==> config.mk <==
export PLATFORM = sky130hd
export DESIGN_NAME = sevenseg_scan_ctrl
export DESIGN_NICKNAME = d
export VERILOG_FILES = /design/src/rtl/sevenseg_scan_ctrl.sv
export SDC_FILE = /design/constraint.sdc
export NUM_CORES = 1
export LEC_CHECK = 0
export ABC_AREA = 0
export ABC_CLOCK_PERIOD_IN_PS = 3270
export CORE_ASPECT_RATIO = 1.4
export CORE_MARGIN = 3
export CORE_UTILIZATION = 45
export CTS_BUF_LIST = sky130_fd_sc_hd__clkbuf_16
export DETAILED_ROUTE_END_ITERATION = 16
export PLACE_DENSITY = 0.81
export SKIP_CTS_REPAIR_TIMING = 1
export SLEW_MARGIN = 25
export SYNTH_ARGS = -nofsm -noshare
export SYNTH_HDL_FRONTEND = slang
export SYNTH_SLANG_ARGS = --single-unit
==> constraint.sdc <==
create_clock -name clk -period 3.27 [get_ports clk]
set_input_delay 0.654 -clock clk [delete_from_list [all_inputs] [get_ports clk]]
set_output_delay 0.654 -clock clk [all_outputs]
set_load 0.005 [all_outputs]
==> src/rtl/sevenseg_scan_ctrl.sv <==
// rtl/sevenseg_scan_ctrl.sv - time-multiplexed scan controller for a 4-digit seven-segment display
// Optional digit blinking is compiled in when SEVENSEG_BLINK_EN is defined.
module sevenseg_scan_ctrl #(
    parameter int unsigned TICKS_PER_DIGIT = 100000,
    parameter int unsigned BLANK_TICKS     = 1000
`ifdef SEVENSEG_BLINK_EN
    ,
    parameter int unsigned BLINK_FRAMES    = 64
`endif
) (
    input  logic        clk,
    input  logic        rst,
`ifdef SEVENSEG_BLINK_EN
    input  logic [3:0]  blink_mask,
`endif
    input  logic        upd_valid,
    output logic        upd_ready,
    input  logic [15:0] upd_value,
    input  logic [3:0]  upd_dp,
    input  logic [3:0]  upd_en,
    output logic [15:0] dec_value,
    output logic [3:0]  dec_dp,
    input  logic [7:0]  dec_digits [0:3],
    output logic [6:0]  seg,
    output logic        dp,
    output logic [3:0]  an,
    output logic        frame_start
);

    typedef enum logic {
        S_BLANK = 1'b0,
        S_ON    = 1'b1
    } state_t;

    localparam state_t      START      = (BLANK_TICKS == 0) ? S_ON : S_BLANK;
    localparam logic [31:0] ON_LAST    = TICKS_PER_DIGIT - 1;
    localparam logic [31:0] BLANK_LAST = BLANK_TICKS - 1;

    state_t      state, state_n;
    logic [1:0]  idx, idx_n;
    logic [31:0] cnt, cnt_n;
    logic        run;
    logic        wrap;
    logic        commit;

    logic        pend_full;
    logic [15:0] pend_value;
    logic [3:0]  pend_dp;
    logic [3:0]  pend_en;
    logic [3:0]  shown_en;
    logic [3:0]  en_eff;

    logic [6:0]  seg_n;
    logic        dp_n;
    logic [3:0]  an_n;

    assign upd_ready = ~pend_full;
    assign commit    = wrap & pend_full;

    // run holds the FSM in its reset state for the first edge, which opens frame 0
    always_ff @(posedge clk or posedge rst) begin
        if (rst) begin
            run   <= 1'b0;
            state <= START;
            idx   <= 2'd0;
            cnt   <= 32'd0;
        end else begin
            run   <= 1'b1;
            state <= state_n;
            idx   <= idx_n;
            cnt   <= cnt_n;
        end
    end

    always_comb begin
        state_n = state;
        idx_n   = idx;
        cnt_n   = cnt;
        wrap    = 1'b0;
        if (run) begin
            case (state)
                S_BLANK: begin
                    if (cnt == BLANK_LAST) begin
                        state_n = S_ON;
                        cnt_n   = 32'd0;
                    end else begin
                        cnt_n = cnt + 32'd1;
                    end
                end
                S_ON: begin
                    if (cnt == ON_LAST) begin
                        idx_n   = idx + 2'd1;
                        cnt_n   = 32'd0;
                        state_n = (BLANK_TICKS == 0) ? S_ON : S_BLANK;
                        wrap    = (idx == 2'd3);
                    end else begin
                        cnt_n = cnt + 32'd1;
                    end
                end
                default: state_n = START;
            endcase
        end
    end

    always_ff @(posedge clk or posedge rst) begin
        if (rst) begin
            pend_full  <= 1'b0;
            pend_value <= 16'h0;
            pend_dp    <= 4'h0;
            pend_en    <= 4'h0;
        end else if (upd_valid && upd_ready) begin
            pend_full  <= 1'b1;
            pend_value <= upd_value;
            pend_dp    <= upd_dp;
            pend_en    <= upd_en;
        end else if (commit) begin
            pend_full  <= 1'b0;
        end
    end

    always_ff @(posedge clk or posedge rst) begin
        if (rst) begin
            dec_value <= 16'h0;
            dec_dp    <= 4'h0;
            shown_en  <= 4'h0;
        end else if (commit) begin
            dec_value <= pend_value;
            dec_dp    <= pend_dp;
            shown_en  <= pend_en;
        end
    end

`ifdef SEVENSEG_BLINK_EN
    localparam logic [31:0] BLINK_LAST = BLINK_FRAMES - 1;

    logic        phase, phase_n;
    logic [31:0] fcnt, fcnt_n;

    always_comb begin
        phase_n = phase;
        fcnt_n  = fcnt;
        if (wrap) begin
            if (fcnt == BLINK_LAST) begin
                fcnt_n  = 32'd0;
                phase_n = ~phase;
            end else begin
                fcnt_n = fcnt + 32'd1;
            end
        end
    end

    always_ff @(posedge clk or posedge rst) begin
        if (rst) begin
            phase <= 1'b1;
            fcnt  <= 32'd0;
        end else begin
            phase <= phase_n;
            fcnt  <= fcnt_n;
        end
    end

    assign en_eff = shown_en & ~(blink_mask & {4{~phase_n}});
`else
    assign en_eff = shown_en;
`endif

    // Pins follow the next state so they switch on the same edge as the FSM
    always_comb begin
        an_n  = 4'hF;
        seg_n = 7'h7F;
        dp_n  = 1'b1;
        if (state_n == S_ON && en_eff[idx_n]) begin
            an_n          = ~(4'b0001 << idx_n);
            {dp_n, seg_n} = dec_digits[idx_n];
        end
    end

    always_ff @(posedge clk or posedge rst) begin
        if (rst) begin
            an          <= 4'hF;
            seg         <= 7'h7F;
            dp          <= 1'b1;
            frame_start <= 1'b0;
        end else begin
            an          <= an_n;
            seg         <= seg_n;
            dp          <= dp_n;
            frame_start <= ~run | wrap;
        end
    end

endmodule

[Word level (Yosys, flattened, before mapping)]
Cells that the tools add are included.
Storage, ports and cells
  logic and storage cells: 56
  memories: 0
  bits in registers: 98
  latch bits: 0
  bits in read-only memories: 0
  bits of input ports: 59
  bits in writable memories: 0
Operators by class
  add/subtract/negate cells: 2
  multiplexer cells: 23
  divide/modulo/power cells: 0
  eq/ne operators: 3
  order comparisons: 2
  reductions and logical operators: 3
  multipliers: 0
  shift-type cells: 1
  bitwise operators: 7
Operators by type and width (count)
  $mux 32: 2
  $pmux 32 s2: 1
  $add 32x1->32 const B: 1
  $eq 32x10->1 const B: 1
  $eq 32x17->1 const B: 1
  $bmux 8 s2: 1
  $mux 8: 2
  $mux 1: 10
  $mux 7: 1
  $mux 2: 3
  $mux 4: 1
  $not 4->4: 1
  $shl 1x2->4 const A: 1
  $ge 3x3->1 const B: 1
  $lt 2x3->1 const B: 1
  $not 1->1: 3
  $not 2->3: 1
  $add 2x1->2 const B: 1
  $bmux 1 s2: 1
  $eq 2x2->1 const B: 1
  $logic_and 1x1->1: 2
  $pmux 1 s2: 1
  $reduce_bool 2->1: 1
  $and 1x1->1: 1
  $or 1x1->1: 1

[Longest topological paths before layout]
  depth in word-level cells: 9
  gate-level depth with buffers: 7
  depth with buffers taken out: 6

[Worst setup path after synthesis]
No wires, ideal clock.
  kind: register to register
  from: reg cnt[0]
  to: reg dec_value[10]
  setup time: 0.125 ns
  period minus slack after synthesis: 2.233 ns
  path slack: 1.037 ns
  path buffers: 1
  stages on the path, launching flop included: 8
  data arrival time: 2.108 ns
  data required time: 3.145 ns
  path through: dfrtp_1 ha_1 nor4b_2 nand4_4 nor2_4 nor4b_4 buf_6 mux2_4
On the way
  longest elaborated chain between the ends: 5
Ends and longest elaborated chain
  start, declared: line 41  | logic [31:0] cnt, cnt_n;
  start signal, assigned: line 71  | cnt <= cnt_n;
  $eq 32x17->1: line 91  | if (cnt == ON_LAST) begin
  $mux 1: line 91
  $mux 1: line 81  | case (state)
  $mux 1: line 80  | if (run) begin
  $and 1x1->1: line 58  | assign commit = wrap & pend_full;
  end signal, assigned: line 127  | dec_value <= pend_value;
  end, declared: line 21  | output logic [15:0] dec_value,
No other way between the ends.
A chain may end at the register's enable or synchronous reset.

[Worst setup path in the final report]
  from: reg cnt[24]
  to: reg dec_value[15]
The elaborated chain is that of the path after synthesis.

==> impl_results.md <==
- CTS sink cnt: 98
- H-Tree Depth: 3
- Leakage: 2.54 nW
- Int Pwr: 2.02 mW
- Switching share of power: 23.5%
- CP required: 3.49 ns
- Maximum clock frequency: 395 MHz
- Dpl cells: 569
- CTS Buf Count: 9
- Area Growth Syn to Fin: 29.6%
- Fraction of registers with async set/reset: 100%
- Crit path DAT: 2.76 ns
- Mapped Area: 4570 µm²
- Max_cap viols: 0
- WL/cell: 16.4 µm
- Clk network pwr share: 39.5%
- Initial Util: 47.3%
- Fin crit period: 2.53 ns
- Actual slew at the worst max-slew pin: 0.620 ns
- Delay of the slowest cell on the worst path: 0.43 ns
- Setup Viol. Count Final: 0
- Max clock buf depth: 2
- Post-synth EDFFs: 0
- Fin. Hold Viols: 0
- Vias in the first global route: 3326
- FILL cells: 788
- Residual DRC: 0
- Max-slew violations: 0
- Worst vdd ir: 0.289 mV
- Gate power share: 9.5%
- Flop pwr share: 51.1%
- Initial antenna violation count: 0
- Max_slew headroom: 58.7%
- Final GP Congestion: 0.864
- Die Y: 125 µm
- Reg clk slew, reported paths: 0.07 ns
- Fin nets: 509
- Synth Flop Type: dfrtp_1
- WHS: 0.479 ns
- Die area: 11400 µm²
- Switching power: 0.619 mW
- Synthesized Nets: 417
- R2r setup slk: 0.74 ns
- Starting DRT DRC Count: 158
- Crit. End Element: register
- DR vias: 3109
- DRT Pass-1 Iters: 4
- Ratio of cells with drive above 1 in the final layout: 21.4%
- Die W: 91.2 µm
- Mean post-synth cell area: 12.8 µm²
- Grt ovf: 0
- Clk_skew: 0.00801 ns
- Hold WC Path Type: reg -> reg
- Final Instance Area: 5930 µm²
- Site Rows: 42
- Clock Tree Root: clkbuf_16
- Total GRT Usage: 17.7%
- CP cell instances: nor4_1 > nand2_1 > nor2_4 > nor4b_4 > buf_4 > mux2_2
- CP max stage cell: dfrtp_1
- Final Total Pwr: 2.64 mW
- RSZ-0062 raised after global routing: no
- Power Density: 445 nW/µm²
- Area after DPL: 5640 µm²
- Total Wirelength: 9570 µm
- Worst-skew pair later-pin latency: 0.34 ns
- Number of routed nets with antenna violations: 0
- Status: finished, final reports clean
- Setup TNS: 0 ns
- Dpl hpwl: 7010 µm
- Post-synthesis cell count: 356
- Post-Layout Cell Count: 585
- Pin count of the biggest net entering global routing: 51
- Vias per cell: 5.31
- CP Class: reg -> reg
- Clock tree from TritonCTS: yes
- # diodes: 0
- Final clock period utilization by the worst path: 77.4%
- Core region area: 9670 µm²
- Synth cell types: 49
- Flops & latches, synth: 98
- Global-route wire length before repair: 16300 µm
- Seq/Total Area, Yosys: 53.9%
- Top Ports: 93
- Crit path launch type: register
- Critical-path maximum fanout: 25
- Port Buffers: 92
- YS warnings: 0
-- worst max-delay path, delay by kind of cell (launching register included) --
kind,cells,cell delay [ns]
AND/OR/NAND/NOR,4,1.16
multiplexers,1,0.39
flip-flops,1,0.43
buffers and inverters,1,0.43
-- cell usage after synthesis, drive strengths merged, types with 5 or more instances --
cell type / number / area (µm²)
mux2: 50 / 634
mux2i: 6 / 60.1
nor3: 8 / 40.0
nor2: 23 / 93.8
nand3: 10 / 50.1
and4: 6 / 52.6
xor2: 15 / 131
nand4: 9 / 71.3
mux4: 6 / 135
clkbuf: 12 / 46.3
xnor2: 15 / 131
o21ai: 5 / 25.0
dfstp: 12 / 315
dfrtp: 86 / 2150
and3: 10 / 62.6
nor2b: 7 / 43.8
nand2b: 5 / 31.3
nor4: 8 / 68.8
a211oi: 6 / 45.0
nand2: 19 / 71.3
-- cells by family after synthesis --
family | count (synthesis) | share of synthesized area, %
muxes | 62 | 18.1
buffers and inverters | 21 | 2.13
DFF | 98 | 53.9
adders and majority gates | 2 | 0.547
other | 1 | 0.0820
AOI/OAI and AO/OA | 26 | 4.10
xor gates and xnor gates | 30 | 5.74
and+or+nand+nor | 116 | 15.3
-- area by class of cell --
class                           instances  area [µm²]  share of cell area [%]
Sequential cell                        98        2470                    41.6
Multi-Input combinational cell        237        2010                    33.9
Timing Repair Buffer                   97         971                    16.4
Clock buffer                            9         225                    3.80
Tap cell                              132         165                    2.78
Clock inverter                          7        68.8                    1.16
Inverter                                5        21.3                   0.359
-- path summary, 6_finish.rpt --
path / to / cells past startpoint / start
max reg2reg: dec_value[15] / 6 / cnt[24]
min in group asynchronous: pend_value[12] / 2 / rst
min: cnt[31] / 1 / cnt[31]
max in group asynchronous: en_eff[3] / 3 / rst
max: dec_value[15] / 6 / cnt[24]
min reg2reg: cnt[31] / 1 / cnt[31]
-- through the flow --
| step | util (%) | setup slack (ns) |
|---|---|---|
| 2_1_floorplan | - | 0.0738 |
| 3_3_place_gp | 58.3 | 0.897 |
| 3_5_place_dp | 58.3 | 0.768 |
| 4_1_cts | 61.3 | 0.749 |
| 5_1_grt | 61.3 | 0.553 |
| 6_report | 61.3 | 0.738 |
-- routing by layer --
metal / wire [µm] / vias up / global-route usage (%) / part of all wire (%)
li1: - / 1464 / - / -
met1: 3760 / 1533 / 20.3 / 39
met5: 0 / - / 0 / 0
met4: 161 / 0 / 6.48 / 1.7
met2: 5080 / 99 / 31.4 / 53
met3: 568 / 13 / 4.69 / 5.9
-- power by group through the flow --
stage | logic (mW) | clock network [mW] | registers [mW]
floorplan | 0.165 | 0 | 1.34
global placement | 0.242 | 0 | 1.36
finish | 0.250 | 1.04 | 1.35
CTS | 0.253 | 1.06 | 1.35
global route | 0.280 | 1.12 | 1.36
detailed placement | 0.251 | 0 | 1.37
-- placed cells by master (no fill, tap or decap), drive strengths merged, types with 3 or more instances in the layout --
master         synthesis  routed
mux2i                  6       6
xor2                  15      15
dfstp                 12      12
o311ai                 3       3
clkbuf                12       9
mux2                  50      50
inv                    4       5
nand2                 19      19
o21ai                  5       5
dfrtp                 86      86
mux4                   6       6
nand2b                 5       5
clkdlybuf4s50          0      92
nand4                  9       9
clkinv                 1       6
a211oi                 6       6
nor4                   8       8
buf                    4       5
a211o                  3       3
and4                   6       6
and3                  10      10
nor3                   8       8
xnor2                 15      15
nor4b                  3       3
nor2b                  7       7
nor2                  23      23
nand3                 10      10
-- registers in the layout, summed over array words and instances, names as in the netlist, 4 cells and up --
name,count
dec_dp,4
cnt,32
pend_value,16
en_eff,4
an,4
pend_dp,4
dec_value,16
seg,7
pend_en,4
No activity file was read; power rests on OpenSTA's default activity.
